--- src/rtl/decode_pkg.sv ---
`default_nettype none
// ============================================================================
//  Module      : decode_pkg
//  Description : Shared decode constants for the D-stage of the 5-stage MIPS
//                core: opcode/funct values, control-field encodings,
//                hazard-timing constants and the immediate-extension helper.
//  Revision    : 1.0 - initial release
// ============================================================================
package decode_pkg;

    // Primary opcodes
    localparam logic [5:0] c_op_rtype  = 6'h00;
    localparam logic [5:0] c_op_regimm = 6'h01;
    localparam logic [5:0] c_op_j      = 6'h02;
    localparam logic [5:0] c_op_jal    = 6'h03;
    localparam logic [5:0] c_op_beq    = 6'h04;
    localparam logic [5:0] c_op_bne    = 6'h05;
    localparam logic [5:0] c_op_blez   = 6'h06;
    localparam logic [5:0] c_op_bgtz   = 6'h07;
    localparam logic [5:0] c_op_addi   = 6'h08;
    localparam logic [5:0] c_op_addiu  = 6'h09;
    localparam logic [5:0] c_op_slti   = 6'h0A;
    localparam logic [5:0] c_op_sltiu  = 6'h0B;
    localparam logic [5:0] c_op_andi   = 6'h0C;
    localparam logic [5:0] c_op_ori    = 6'h0D;
    localparam logic [5:0] c_op_xori   = 6'h0E;
    localparam logic [5:0] c_op_lui    = 6'h0F;
    localparam logic [5:0] c_op_lb     = 6'h20;
    localparam logic [5:0] c_op_lh     = 6'h21;
    localparam logic [5:0] c_op_lw     = 6'h23;
    localparam logic [5:0] c_op_lbu    = 6'h24;
    localparam logic [5:0] c_op_lhu    = 6'h25;
    localparam logic [5:0] c_op_sb     = 6'h28;
    localparam logic [5:0] c_op_sh     = 6'h29;
    localparam logic [5:0] c_op_sw     = 6'h2B;

    // R-type funct codes
    localparam logic [5:0] c_fn_sll   = 6'h00;
    localparam logic [5:0] c_fn_srl   = 6'h02;
    localparam logic [5:0] c_fn_sra   = 6'h03;
    localparam logic [5:0] c_fn_sllv  = 6'h04;
    localparam logic [5:0] c_fn_srlv  = 6'h06;
    localparam logic [5:0] c_fn_srav  = 6'h07;
    localparam logic [5:0] c_fn_jr    = 6'h08;
    localparam logic [5:0] c_fn_jalr  = 6'h09;
    localparam logic [5:0] c_fn_mfhi  = 6'h10;
    localparam logic [5:0] c_fn_mthi  = 6'h11;
    localparam logic [5:0] c_fn_mflo  = 6'h12;
    localparam logic [5:0] c_fn_mtlo  = 6'h13;
    localparam logic [5:0] c_fn_mult  = 6'h18;
    localparam logic [5:0] c_fn_multu = 6'h19;
    localparam logic [5:0] c_fn_div   = 6'h1A;
    localparam logic [5:0] c_fn_divu  = 6'h1B;
    localparam logic [5:0] c_fn_add   = 6'h20;
    localparam logic [5:0] c_fn_addu  = 6'h21;
    localparam logic [5:0] c_fn_sub   = 6'h22;
    localparam logic [5:0] c_fn_subu  = 6'h23;
    localparam logic [5:0] c_fn_and   = 6'h24;
    localparam logic [5:0] c_fn_or    = 6'h25;
    localparam logic [5:0] c_fn_xor   = 6'h26;
    localparam logic [5:0] c_fn_nor   = 6'h27;
    localparam logic [5:0] c_fn_slt   = 6'h2A;
    localparam logic [5:0] c_fn_sltu  = 6'h2B;

    // ALU operations (lui passes the pre-shifted B operand through)
    localparam logic [4:0] c_alu_add  = 5'd0;
    localparam logic [4:0] c_alu_sub  = 5'd1;
    localparam logic [4:0] c_alu_and  = 5'd2;
    localparam logic [4:0] c_alu_or   = 5'd3;
    localparam logic [4:0] c_alu_xor  = 5'd4;
    localparam logic [4:0] c_alu_nor  = 5'd5;
    localparam logic [4:0] c_alu_slt  = 5'd6;
    localparam logic [4:0] c_alu_sltu = 5'd7;
    localparam logic [4:0] c_alu_sll  = 5'd8;
    localparam logic [4:0] c_alu_srl  = 5'd9;
    localparam logic [4:0] c_alu_sra  = 5'd10;
    localparam logic [4:0] c_alu_sllv = 5'd11;
    localparam logic [4:0] c_alu_srlv = 5'd12;
    localparam logic [4:0] c_alu_srav = 5'd13;
    localparam logic [4:0] c_alu_lui  = 5'd14;

    localparam logic [1:0] c_npc_pc4 = 2'd0;
    localparam logic [1:0] c_npc_br  = 2'd1;
    localparam logic [1:0] c_npc_j   = 2'd2;
    localparam logic [1:0] c_npc_jr  = 2'd3;

    localparam logic [1:0] c_wsel_alu = 2'd0;
    localparam logic [1:0] c_wsel_mem = 2'd1;
    localparam logic [1:0] c_wsel_pc8 = 2'd2;
    localparam logic [1:0] c_wsel_mdu = 2'd3;

    localparam logic [1:0] c_st_none = 2'd0;
    localparam logic [1:0] c_st_sw   = 2'd1;
    localparam logic [1:0] c_st_sh   = 2'd2;
    localparam logic [1:0] c_st_sb   = 2'd3;

    localparam logic [2:0] c_ld_lw  = 3'd0;
    localparam logic [2:0] c_ld_lh  = 3'd1;
    localparam logic [2:0] c_ld_lhu = 3'd2;
    localparam logic [2:0] c_ld_lb  = 3'd3;
    localparam logic [2:0] c_ld_lbu = 3'd4;

    localparam logic [3:0] c_mdu_none  = 4'd0;
    localparam logic [3:0] c_mdu_mult  = 4'd1;
    localparam logic [3:0] c_mdu_multu = 4'd2;
    localparam logic [3:0] c_mdu_div   = 4'd3;
    localparam logic [3:0] c_mdu_divu  = 4'd4;
    localparam logic [3:0] c_mdu_mfhi  = 4'd5;
    localparam logic [3:0] c_mdu_mflo  = 4'd6;
    localparam logic [3:0] c_mdu_mthi  = 4'd7;
    localparam logic [3:0] c_mdu_mtlo  = 4'd8;

    // Stage distances from D: operand needed / result available
    localparam logic [1:0] c_tuse_d    = 2'd0;
    localparam logic [1:0] c_tuse_e    = 2'd1;
    localparam logic [1:0] c_tuse_m    = 2'd2;
    localparam logic [1:0] c_tuse_none = 2'd3;

    localparam logic [1:0] c_tnew_none = 2'd0;
    localparam logic [1:0] c_tnew_pc8  = 2'd1;
    localparam logic [1:0] c_tnew_alu  = 2'd2;
    localparam logic [1:0] c_tnew_mem  = 2'd3;

    // Instruction classes: every class shares one waddr/wsel/timing pattern
    typedef enum logic [3:0] {
        CLS_RI, CLS_RALU, CLS_SHAMT, CLS_IALU, CLS_LUI, CLS_LOAD, CLS_STORE,
        CLS_BR2, CLS_BR1, CLS_J, CLS_JAL, CLS_JR, CLS_JALR, CLS_MD, CLS_MF, CLS_MT
    } instr_cls_e;

    function automatic logic [31:0] ext_imm(input logic [5:0] op, input logic [15:0] imm);
        if (op == c_op_andi || op == c_op_ori || op == c_op_xori)
            return {16'h0000, imm};
        else if (op == c_op_lui)
            return {imm, 16'h0000};
        else
            return {{16{imm[15]}}, imm};
    endfunction

endpackage
`default_nettype wire

--- src/rtl/decode_ctrl_unit_branch_cmp.sv ---
`default_nettype none
// ============================================================================
//  Module      : branch_cmp
//  Description : Signed branch comparator with its own condition decode.
//                is_br is 0 for anything that is not a recognised branch.
//  Ports       : op, rt_field (instruction fields), rs_val, rt_val (forwarded
//                operands), is_br (condition true)
//  Revision    : 1.0 - initial release
// ============================================================================
module branch_cmp
    import decode_pkg::*;
(
    input  logic [5:0]  op,
    input  logic [4:0]  rt_field,
    input  logic [31:0] rs_val,
    input  logic [31:0] rt_val,
    output logic        is_br
);

    logic w_rs_zero;
    logic w_rs_neg;

    assign w_rs_zero = (rs_val == 32'd0);
    assign w_rs_neg  = rs_val[31];

    always_comb begin
        is_br = 1'b0;
        case (op)
            c_op_beq:    is_br = (rs_val == rt_val);
            c_op_bne:    is_br = (rs_val != rt_val);
            c_op_blez:   is_br = w_rs_neg | w_rs_zero;
            c_op_bgtz:   is_br = ~w_rs_neg & ~w_rs_zero;
            // regimm selects bltz/bgez through the rt field
            c_op_regimm: begin
                if (rt_field == 5'd0)
                    is_br = w_rs_neg;
                else if (rt_field == 5'd1)
                    is_br = ~w_rs_neg;
            end
            default:     is_br = 1'b0;
        endcase
    end

endmodule
`default_nettype wire

--- src/rtl/decode_ctrl_unit.sv ---
`default_nettype none
// ============================================================================
//  Module      : decode_ctrl_unit
//  Description : D-stage of the 5-stage MIPS core. Holds the decode
//                instruction register and decodes it into control and
//                hazard-timing fields, extends the immediate and evaluates
//                the branch condition on forwarded operands.
//  Ports       : clk, resetn (sync, active-low), en (IR load), clr (IR flush),
//                instr_in, rs_val, rt_val -> instr, ext_out, is_br, npc_sel,
//                alu_op, srcb_imm, wsel, waddr, load, store, ld_type, mdu_op,
//                tuse_rs, tuse_rt, tnew, ri
//  Config      : DECODE_MDU_EN - decode mult/multu/div/divu/mfhi/mflo/mthi/mtlo
//  Revision    : 1.0 - initial release
// ============================================================================
module decode_ctrl_unit
    import decode_pkg::*;
#(
    parameter logic [31:0] RESET_INSTR = 32'h0000_0000
) (
    input  logic        clk,
    input  logic        resetn,
    input  logic        en,
    input  logic        clr,
    input  logic [31:0] instr_in,
    input  logic [31:0] rs_val,
    input  logic [31:0] rt_val,
    output logic [31:0] instr,
    output logic [31:0] ext_out,
    output logic        is_br,
    output logic [1:0]  npc_sel,
    output logic [4:0]  alu_op,
    output logic        srcb_imm,
    output logic [1:0]  wsel,
    output logic [4:0]  waddr,
    output logic        load,
    output logic [1:0]  store,
    output logic [2:0]  ld_type,
    output logic [3:0]  mdu_op,
    output logic [1:0]  tuse_rs,
    output logic [1:0]  tuse_rt,
    output logic [1:0]  tnew,
    output logic        ri
);

    logic [31:0] r_instr;
    logic [5:0]  w_op;
    logic [5:0]  w_funct;
    logic [4:0]  w_rt;
    logic [4:0]  w_rd;
    instr_cls_e  w_cls;

    // Instruction register: reset and flush both load the nop, and win over en
    always_ff @(posedge clk) begin
        if (!resetn || clr)
            r_instr <= RESET_INSTR;
        else if (en)
            r_instr <= instr_in;
    end

    assign instr   = r_instr;
    assign w_op    = r_instr[31:26];
    assign w_rt    = r_instr[20:16];
    assign w_rd    = r_instr[15:11];
    assign w_funct = r_instr[5:0];
    assign ext_out = ext_imm(w_op, r_instr[15:0]);

    branch_cmp u_branch_cmp (
        .op       (w_op),
        .rt_field (w_rt),
        .rs_val   (rs_val),
        .rt_val   (rt_val),
        .is_br    (is_br)
    );

    // Opcode/funct -> instruction class plus per-instruction operation codes
    always_comb begin
        w_cls   = CLS_RI;
        alu_op  = c_alu_add;
        ld_type = c_ld_lw;
        store   = c_st_none;
        mdu_op  = c_mdu_none;
        case (w_op)
            c_op_rtype: begin
                case (w_funct)
                    c_fn_add, c_fn_addu: begin w_cls = CLS_RALU;  alu_op = c_alu_add;  end
                    c_fn_sub, c_fn_subu: begin w_cls = CLS_RALU;  alu_op = c_alu_sub;  end
                    c_fn_and:            begin w_cls = CLS_RALU;  alu_op = c_alu_and;  end
                    c_fn_or:             begin w_cls = CLS_RALU;  alu_op = c_alu_or;   end
                    c_fn_xor:            begin w_cls = CLS_RALU;  alu_op = c_alu_xor;  end
                    c_fn_nor:            begin w_cls = CLS_RALU;  alu_op = c_alu_nor;  end
                    c_fn_slt:            begin w_cls = CLS_RALU;  alu_op = c_alu_slt;  end
                    c_fn_sltu:           begin w_cls = CLS_RALU;  alu_op = c_alu_sltu; end
                    c_fn_sllv:           begin w_cls = CLS_RALU;  alu_op = c_alu_sllv; end
                    c_fn_srlv:           begin w_cls = CLS_RALU;  alu_op = c_alu_srlv; end
                    c_fn_srav:           begin w_cls = CLS_RALU;  alu_op = c_alu_srav; end
                    c_fn_sll:            begin w_cls = CLS_SHAMT; alu_op = c_alu_sll;  end
                    c_fn_srl:            begin w_cls = CLS_SHAMT; alu_op = c_alu_srl;  end
                    c_fn_sra:            begin w_cls = CLS_SHAMT; alu_op = c_alu_sra;  end
                    c_fn_jr:             w_cls = CLS_JR;
                    c_fn_jalr:           w_cls = CLS_JALR;
`ifdef DECODE_MDU_EN
                    c_fn_mult:           begin w_cls = CLS_MD; mdu_op = c_mdu_mult;  end
                    c_fn_multu:          begin w_cls = CLS_MD; mdu_op = c_mdu_multu; end
                    c_fn_div:            begin w_cls = CLS_MD; mdu_op = c_mdu_div;   end
                    c_fn_divu:           begin w_cls = CLS_MD; mdu_op = c_mdu_divu;  end
                    c_fn_mfhi:           begin w_cls = CLS_MF; mdu_op = c_mdu_mfhi;  end
                    c_fn_mflo:           begin w_cls = CLS_MF; mdu_op = c_mdu_mflo;  end
                    c_fn_mthi:           begin w_cls = CLS_MT; mdu_op = c_mdu_mthi;  end
                    c_fn_mtlo:           begin w_cls = CLS_MT; mdu_op = c_mdu_mtlo;  end
`endif
                    default:             w_cls = CLS_RI;
                endcase
            end
            c_op_regimm: begin
                if (w_rt == 5'd0 || w_rt == 5'd1)
                    w_cls = CLS_BR1;
            end
            c_op_j:                 w_cls = CLS_J;
            c_op_jal:               w_cls = CLS_JAL;
            c_op_beq, c_op_bne:     w_cls = CLS_BR2;
            c_op_blez, c_op_bgtz:   w_cls = CLS_BR1;
            c_op_addi, c_op_addiu:  begin w_cls = CLS_IALU; alu_op = c_alu_add;  end
            c_op_slti:              begin w_cls = CLS_IALU; alu_op = c_alu_slt;  end
            c_op_sltiu:             begin w_cls = CLS_IALU; alu_op = c_alu_sltu; end
            c_op_andi:              begin w_cls = CLS_IALU; alu_op = c_alu_and;  end
            c_op_ori:               begin w_cls = CLS_IALU; alu_op = c_alu_or;   end
            c_op_xori:              begin w_cls = CLS_IALU; alu_op = c_alu_xor;  end
            c_op_lui:               begin w_cls = CLS_LUI;  alu_op = c_alu_lui;  end
            c_op_lw:                begin w_cls = CLS_LOAD; ld_type = c_ld_lw;  end
            c_op_lh:                begin w_cls = CLS_LOAD; ld_type = c_ld_lh;  end
            c_op_lhu:               begin w_cls = CLS_LOAD; ld_type = c_ld_lhu; end
            c_op_lb:                begin w_cls = CLS_LOAD; ld_type = c_ld_lb;  end
            c_op_lbu:               begin w_cls = CLS_LOAD; ld_type = c_ld_lbu; end
            c_op_sw:                begin w_cls = CLS_STORE; store = c_st_sw; end
            c_op_sh:                begin w_cls = CLS_STORE; store = c_st_sh; end
            c_op_sb:                begin w_cls = CLS_STORE; store = c_st_sb; end
            default:                w_cls = CLS_RI;
        endcase
    end

    // Class -> routing and hazard timing; defaults are the nop values
    always_comb begin
        npc_sel  = c_npc_pc4;
        srcb_imm = 1'b0;
        wsel     = c_wsel_alu;
        waddr    = 5'd0;
        load     = 1'b0;
        tuse_rs  = c_tuse_none;
        tuse_rt  = c_tuse_none;
        tnew     = c_tnew_none;
        ri       = 1'b0;
        case (w_cls)
            CLS_RALU:  begin waddr = w_rd; tuse_rs = c_tuse_e; tuse_rt = c_tuse_e; tnew = c_tnew_alu; end
            CLS_SHAMT: begin waddr = w_rd; tuse_rt = c_tuse_e; tnew = c_tnew_alu; end
            CLS_IALU:  begin waddr = w_rt; srcb_imm = 1'b1; tuse_rs = c_tuse_e; tnew = c_tnew_alu; end
            CLS_LUI:   begin waddr = w_rt; srcb_imm = 1'b1; tnew = c_tnew_alu; end
            CLS_LOAD:  begin
                waddr = w_rt; srcb_imm = 1'b1; load = 1'b1; wsel = c_wsel_mem;
                tuse_rs = c_tuse_e; tnew = c_tnew_mem;
            end
            CLS_STORE: begin srcb_imm = 1'b1; tuse_rs = c_tuse_e; tuse_rt = c_tuse_m; end
            CLS_BR2:   begin npc_sel = c_npc_br; tuse_rs = c_tuse_d; tuse_rt = c_tuse_d; end
            CLS_BR1:   begin npc_sel = c_npc_br; tuse_rs = c_tuse_d; end
            CLS_J:     npc_sel = c_npc_j;
            CLS_JAL:   begin npc_sel = c_npc_j; waddr = 5'd31; wsel = c_wsel_pc8; tnew = c_tnew_pc8; end
            CLS_JR:    begin npc_sel = c_npc_jr; tuse_rs = c_tuse_d; end
            CLS_JALR:  begin
                npc_sel = c_npc_jr; waddr = w_rd; wsel = c_wsel_pc8;
                tuse_rs = c_tuse_d; tnew = c_tnew_pc8;
            end
            CLS_MD:    begin tuse_rs = c_tuse_e; tuse_rt = c_tuse_e; end
            CLS_MF:    begin waddr = w_rd; wsel = c_wsel_mdu; tnew = c_tnew_alu; end
            CLS_MT:    tuse_rs = c_tuse_e;
            default:   ri = 1'b1;
        endcase
    end

endmodule
`default_nettype wire

--- config.mk ---
export PLATFORM = sky130hd
export DESIGN_NAME = decode_ctrl_unit
export DESIGN_NICKNAME = d
export VERILOG_FILES = /design/src/rtl/decode_pkg.sv /design/src/rtl/decode_ctrl_unit_branch_cmp.sv /design/src/rtl/decode_ctrl_unit.sv
export SDC_FILE = /design/constraint.sdc
export NUM_CORES = 1
export LEC_CHECK = 0
export BUFFER_PORTS_ARGS = -buffer_cell sky130_fd_sc_hd__buf_4
export CAP_MARGIN = 40
export CORE_AREA = 3 3 98 77
export DETAILED_ROUTE_END_ITERATION = 12
export DIE_AREA = 0 0 101 80
export GPL_ROUTABILITY_DRIVEN = 0
export GPL_TIMING_DRIVEN = 0
export HOLD_SLACK_MARGIN = 0.08
export PLACE_DENSITY = 0.79
export SLEW_MARGIN = 20
export SYNTH_ARGS = -nofsm -noshare
export SYNTH_HDL_FRONTEND = slang
export SYNTH_SLANG_ARGS = --single-unit
--- constraint.sdc ---
create_clock -name clk -period 2.3 [get_ports clk]
set_input_delay 0.23 -clock clk [delete_from_list [all_inputs] [get_ports clk]]
set_output_delay 0.23 -clock clk [all_outputs]
set_load 0.02 [all_outputs]
After elaboration in Yosys (flattened, before gate mapping):

Cells that the tools add are included.

* register bits: 32
* output and inout bits: 97

* eq/ne operators: 58
* multiplexer cells: 21
* bitwise gates (word level): 4
* reduce and logical (&&, ||, !) cells: 29

Operator list (number)
* $eq A6 B6 Y1 const B: 18
* $eq A6 B4 Y1 const B: 10
* $pmux W4 S13: 1
* $eq A6 B3 Y1 const B: 7
* $pmux W4 S10: 1
* $eq A32 B32 Y1: 1
* $eq A4 B4 Y1 const B: 8
* $logic_not A32 Y1: 1
* $mux W32: 1
* $ne A32 B32 Y1: 1
* $mux W31: 1
* $pmux W2 S3: 5
* $pmux W4 S7: 1
* $eq A6 B2 Y1 const B: 4
* $eq A4 B3 Y1 const B: 4
* $pmux W4 S4: 1
* $pmux W5 S3: 1
* $reduce_or A15 Y1: 1
* $reduce_or A2 Y1: 7
* $reduce_or A13 Y1: 1
* $logic_not A6 Y1: 2
* $pmux W3 S4: 1
* $reduce_or A3 Y1: 4
* $reduce_or A4 Y1: 3
* 17 further kinds: 27

Logic depth before layout (Yosys ltp):

* depth after elaboration: 7
* mapped depth: 8

Cells and area by module:

From an unflattened synthesis, not the netlist that was laid out.

* cell total of the unflattened synthesis: 345
* area total of the unflattened synthesis: 2772.7 µm²

Modules (own cells, without submodules)
* decode_ctrl_unit: times used 1, cells an instance 277, area an instance 2233.4 µm²
* branch_cmp: times used 1, cells an instance 68, area an instance 539.3 µm²

Worst setup path before layout:

OpenSTA, ideal clock, no wires.

* path kind: register to output
* start: register r_instr[26], in the netlist instr[26]
* end: output waddr[0]
* data arrival time: 2.058 ns
* data required time: 2.070 ns
* path slack: 0.012 ns
* stages on the path, launching flop included: 9
* buffers on the path: 1
* path through: dfxtp_1 > buf_4 > inv_2 > or4_1 > o32ai_1 > a22o_2 > o21bai_4 > o21ai_2 > a221o_1

* longest elaborated chain between the ends: 6
* elaborated cells on any way between the ends: 41
* those cells by class: eq/ne: 31; mux: 2; reduce/logical: 8

RTL lines
* start: declaration: line decode_ctrl_unit.sv:45 `logic [31:0] r_instr;`
* start signal: assignment: line decode_ctrl_unit.sv:57 `r_instr <= instr_in;`
* $eq A6 B4 Y1, or another cell as far along: line decode_ctrl_unit.sv:82 `case (w_op)`
* $reduce_or A7 Y1 (no line), or another cell as far along
* $pmux W4 S10 (*): line decode_ctrl_unit.sv:82
* $eq A4 B4 Y1, or another cell as far along: line decode_ctrl_unit.sv:152 `case (w_cls)`
* $reduce_or A4 Y1 (no line) / $reduce_or A3 Y1 (equally long branches)
* $pmux W5 S3 (*): line decode_ctrl_unit.sv:152
* end: declaration: line decode_ctrl_unit.sv:34 `output logic [4:0] waddr,`

Mark *: on every way between the ends. The rest lies on a longest branch, timed or not.

Worst setup path after layout:

* start: register r_instr[0], in the netlist instr[0]
* end: output waddr[0]

* longest elaborated chain between the ends: 7
* elaborated cells on any way between the ends: 33
* those cells by class: eq/ne: 25; mux: 3; reduce/logical: 5

RTL lines
* $eq A6 B3 Y1, or another cell as far along: line decode_ctrl_unit.sv:84 `case (w_funct)`
* $reduce_or A13 Y1 (no line) / $reduce_or A3 Y1 (equally long branches)
* $pmux W4 S4 (*): line decode_ctrl_unit.sv:84
* $pmux W4 S10 (*): line decode_ctrl_unit.sv:82
* $eq A4 B4 Y1, or another cell as far along: line decode_ctrl_unit.sv:152
* $reduce_or A4 Y1 (no line) / $reduce_or A3 Y1 (equally long branches)
* $pmux W5 S3 (*): line decode_ctrl_unit.sv:152

Marks and branches as above.

==> results.md <==
* Remaining global-route overflow at 0
* # setup viols final at 14
* Hold-fix buffers at CTS at 0
* Post-place instance area at between 4000 and 5000 µm²
* Fraction of final layout cells sized beyond drive strength 1 at 0.4974
* First DRT Iteration DRCs at 236
* RR Startpoint: instr[27]
* Most common cell after layout, fill and taps aside: sky130_fd_sc_hd__buf_4
* End of the worst hold path: instr[26]
* Maximum clock rate at between 300 and 400 MHz
* Kind of start point of the critical path: register
* Clock sinks at 32
* Non-filler instance count after layout at roughly 670
* Final hold violations at 0
* Max-cap violations at 0
* Required @ worst endpoint at 2.07 ns
* Clock buffer count from CTS at 5
* Core outline area at 6701 µm²
* Clock slew at the register clock pins of the worst setup and hold paths at 0.08 ns
* Final period util at 1.161
* Area of the die at about 8100 µm²
* Ratio of routed vias to standard cells at approximately 5.6
* Worst Hold Slack at 0.1690 ns
* Leakage power summed over all cells at 2.544 nW
* Dpl hpwl at between 8000 and 9000 µm
* Arrival time at the worst endpoint at around 2.4 ns
* Number of buffers on the longest clock path at 2
* Worst hold start: instr_in[26]
* Overall Global Routing Usage at 0.2723
* Path type of the worst setup path: reg2out
* Power density of the placed cells at a little over 400 nW/µm²
* Row count at 26
* H-tree Lvls at 2
* Number of global-route vias before repair at about 3,400
* DRC viols at 0
* Critical Path End Type: output port
* Part of the power in the clock network at 0.281
* Share of async-settable or async-resettable flops after synthesis at 0
* Final period demand of the worst path at 2.669 ns
* Area of the mapped netlist at between 2000 and 3000 µm²
* Clock tree from TritonCTS: yes
* Clock skew after layout at 0 ns
* Violations in the final reports: negative setup slack
* Count of different cell masters after synthesis at 47
* Transition time at the pin with the least slew margin at between 0.7 and 0.8 ns
* Area added between synthesis and finish at 81.83%
* Number of cells on the worst reg-to-reg path at 4
* Wire length of the first global-routing pass at ~17,000 µm
* Max-slew violation count at 0
* Cell internal pwr at between 0.001 and 0.0015 W
* Main synth FF type: sky130_fd_sc_hd__dfxtp_1
* Mapped Cells at between 300 and 400
* YS warnings at 0
* Post-route ant nets at 0
* Number of antenna violations at the first check in global routing at 0
* # diodes at 0
* Skew-Pair Late Insertion Delay at roughly 0.29 ns
* Commonest cells after routing, fill and taps aside: sky130_fd_sc_hd__buf_4 (210), sky130_fd_sc_hd__nor2_1 (48), sky130_fd_sc_hd__xor2_1 (34), sky130_fd_sc_hd__mux2i_1 (32), sky130_fd_sc_hd__dfxtp_1 (25)
* Share of total power in sequential cells at 0.302
* Net switching fraction of the power at 0.3398
* Number of top-level design ports at ~200
* Proportion of power drawn by combinational gates at 0.417
* Seq/Total Area, Yosys at 0.2386
* Largest register FFs at 32
* Number of cells on the worst hold path at 3
* Sw power at approximately 0.00067 W
* Worst slew margin relative to its limit at 0.4916
* Unrepaired setup endpoints after global routing: true
* Number of buffers inserted by port buffering at between 150 and 200
* Design Power at approximately 0.002 W
* Register bit total from synthesis at 32
* Path class of the lowest-slack min-delay path: in2reg
* Number of flops mapped to enable cells by yosys at 0
* Detailed-routing iteration count for the pre-antenna-repair pass at 5
* NumNets Final at 682
* Starting density of the core at 0.4007
* Worst reg2reg path endpoint: instr[27]
* Placed cells at between 600 and 700
* Avg Cell Area, Syn at roughly 7.6 µm²
* Largest net degree at the start of global routing at 11
* Chip height at roughly 80 µm
* Maximum fanout count along the critical path at 9
* Reg-to-reg setup timing slack at 0.84 ns
* DIE WIDTH at a little over 100 µm
* Total number of vias at roughly 3,700
* Slack of the critical path at -0.3693 ns
* Worst ir drop on vdd at about 0.34 mV
* Fin area at slightly below 5000 µm²
* Wire length reported by the detailed router at roughly 12,000 µm
* Cell chosen for the clock root: sky130_fd_sc_hd__clkbuf_8
* Status: complete, but fails checks
* Detail-routed net length per standard cell at roughly 18 µm
-- what timing repair did --
action | 4_1_cts | 5_1_grt
buffers inserted | 15 | 12
cloned | 0 | 2
pin swaps | 16 | 14
endpoints found under the setup margin | 40 | 37
gates resized for setup | 60 | 38
-- metrics by stage --
step	setup WS, ns	utilization	setup TNS (ns)
finish	-0.3693	0.7285	-3.029
global route	-0.3666	0.7285	-3.306
CTS	-0.2600	0.6932	-1.588
detailed placement	-0.1486	0.6314	-1.580
global placement	-0.1241	0.6314	-1.327
floorplan	0.01186	-	0
-- cells in the mapped netlist (all sizes together), types with 2 or more instances --
| cell | n | area (µm²) |
|---|---|---|
| inv | 5 | 18.76 |
| nand3 | 2 | 10.01 |
| xor2 | 34 | 297.8 |
| mux2i | 32 | 320.3 |
| nor3 | 6 | 35.03 |
| and2b | 2 | 15.01 |
| dfxtp | 32 | 640.6 |
| nor2 | 52 | 195.2 |
| a31oi | 2 | 12.51 |
| a21o | 17 | 127.6 |
| a21oi | 17 | 85.08 |
| o21ai | 11 | 62.56 |
| o22ai | 3 | 18.77 |
| clkbuf | 13 | 48.80 |
| nand2b | 10 | 62.56 |
| nand4 | 6 | 37.54 |
| buf | 16 | 95.09 |
| and2 | 16 | 100.1 |
| nor3b | 2 | 15.01 |
| nor2b | 5 | 31.28 |
| nor4 | 16 | 100.1 |
| or2 | 2 | 12.52 |
| o211ai | 2 | 15.01 |
| o31ai | 3 | 22.52 |
| o21bai | 2 | 26.28 |
| xnor2 | 3 | 26.28 |
| nand2 | 24 | 90.09 |
| or4 | 2 | 15.01 |
| a221o | 6 | 60.06 |
-- final cells by class --
cell class	instances	area [µm²]
fill	495	1819
tap	84	105.1
buffer	28	187.7
inverter	5	21.27
multi-input combinational	291	2086
clock buffer	6	72.57
sequential	32	659.4
clock inverter	2	35.03
timing repair buffer	219	1715
-- worst max-delay path: stages (launching register included) --
cell	delay, ns
sky130_fd_sc_hd__dfxtp_2	0.35
sky130_fd_sc_hd__buf_6	0.13
sky130_fd_sc_hd__and2b_1	0.18
sky130_fd_sc_hd__and3b_2	0.23
sky130_fd_sc_hd__o21bai_1	0.18
sky130_fd_sc_hd__a211o_1	0.31
sky130_fd_sc_hd__o21ai_2	0.13
sky130_fd_sc_hd__o21ai_4	0.13
sky130_fd_sc_hd__a221o_1	0.37
sky130_fd_sc_hd__buf_6	0.14
-- cell families (layout without fill, tap and decap cells) --
logic type / after synthesis / after routing / synth area share
other cells: 1 / 5 / 0.001397
compound gates: 70 / 70 / 0.1859
buf+inv: 34 / 260 / 0.06058
mux: 32 / 32 / 0.1193
simple gates: 147 / 147 / 0.2735
xor+xnor: 37 / 37 / 0.1207
flops: 32 / 32 / 0.2386
-- per-layer routing --
metal  global-route usage  share of wire
met4              0.05445          0.022
met2               0.4540           0.48
met3              0.06812           0.10
met1               0.3564           0.39
met5                    0              0
-- power groups by stage --
stage          Sequential [W]  Clock, W  Combinational (W)
3_5_place_dp         0.000605         0           0.000672
4_1_cts              0.000593  0.000550           0.000751
3_3_place_gp         0.000604         0           0.000662
2_1_floorplan        0.000622         0           0.000336
6_report             0.000593  0.000552           0.000819
5_1_grt              0.000597  0.000577           0.000862
-- how the worst max path moves through the flow --
stage / cells after the start / to / start / slack, ns
2_1_floorplan: 8 / waddr[0] / instr[26] / 0.01
3_3_place_gp: 9 / waddr[1] / instr[26] / -0.12
3_5_place_dp: 9 / waddr[1] / instr[26] / -0.15
4_1_cts: 8 / waddr[1] / instr[29] / -0.26
5_1_grt: 9 / waddr[1] / instr[0] / -0.37
6_report: 9 / waddr[0] / instr[0] / -0.37
(Power assumes the default switching activity.)
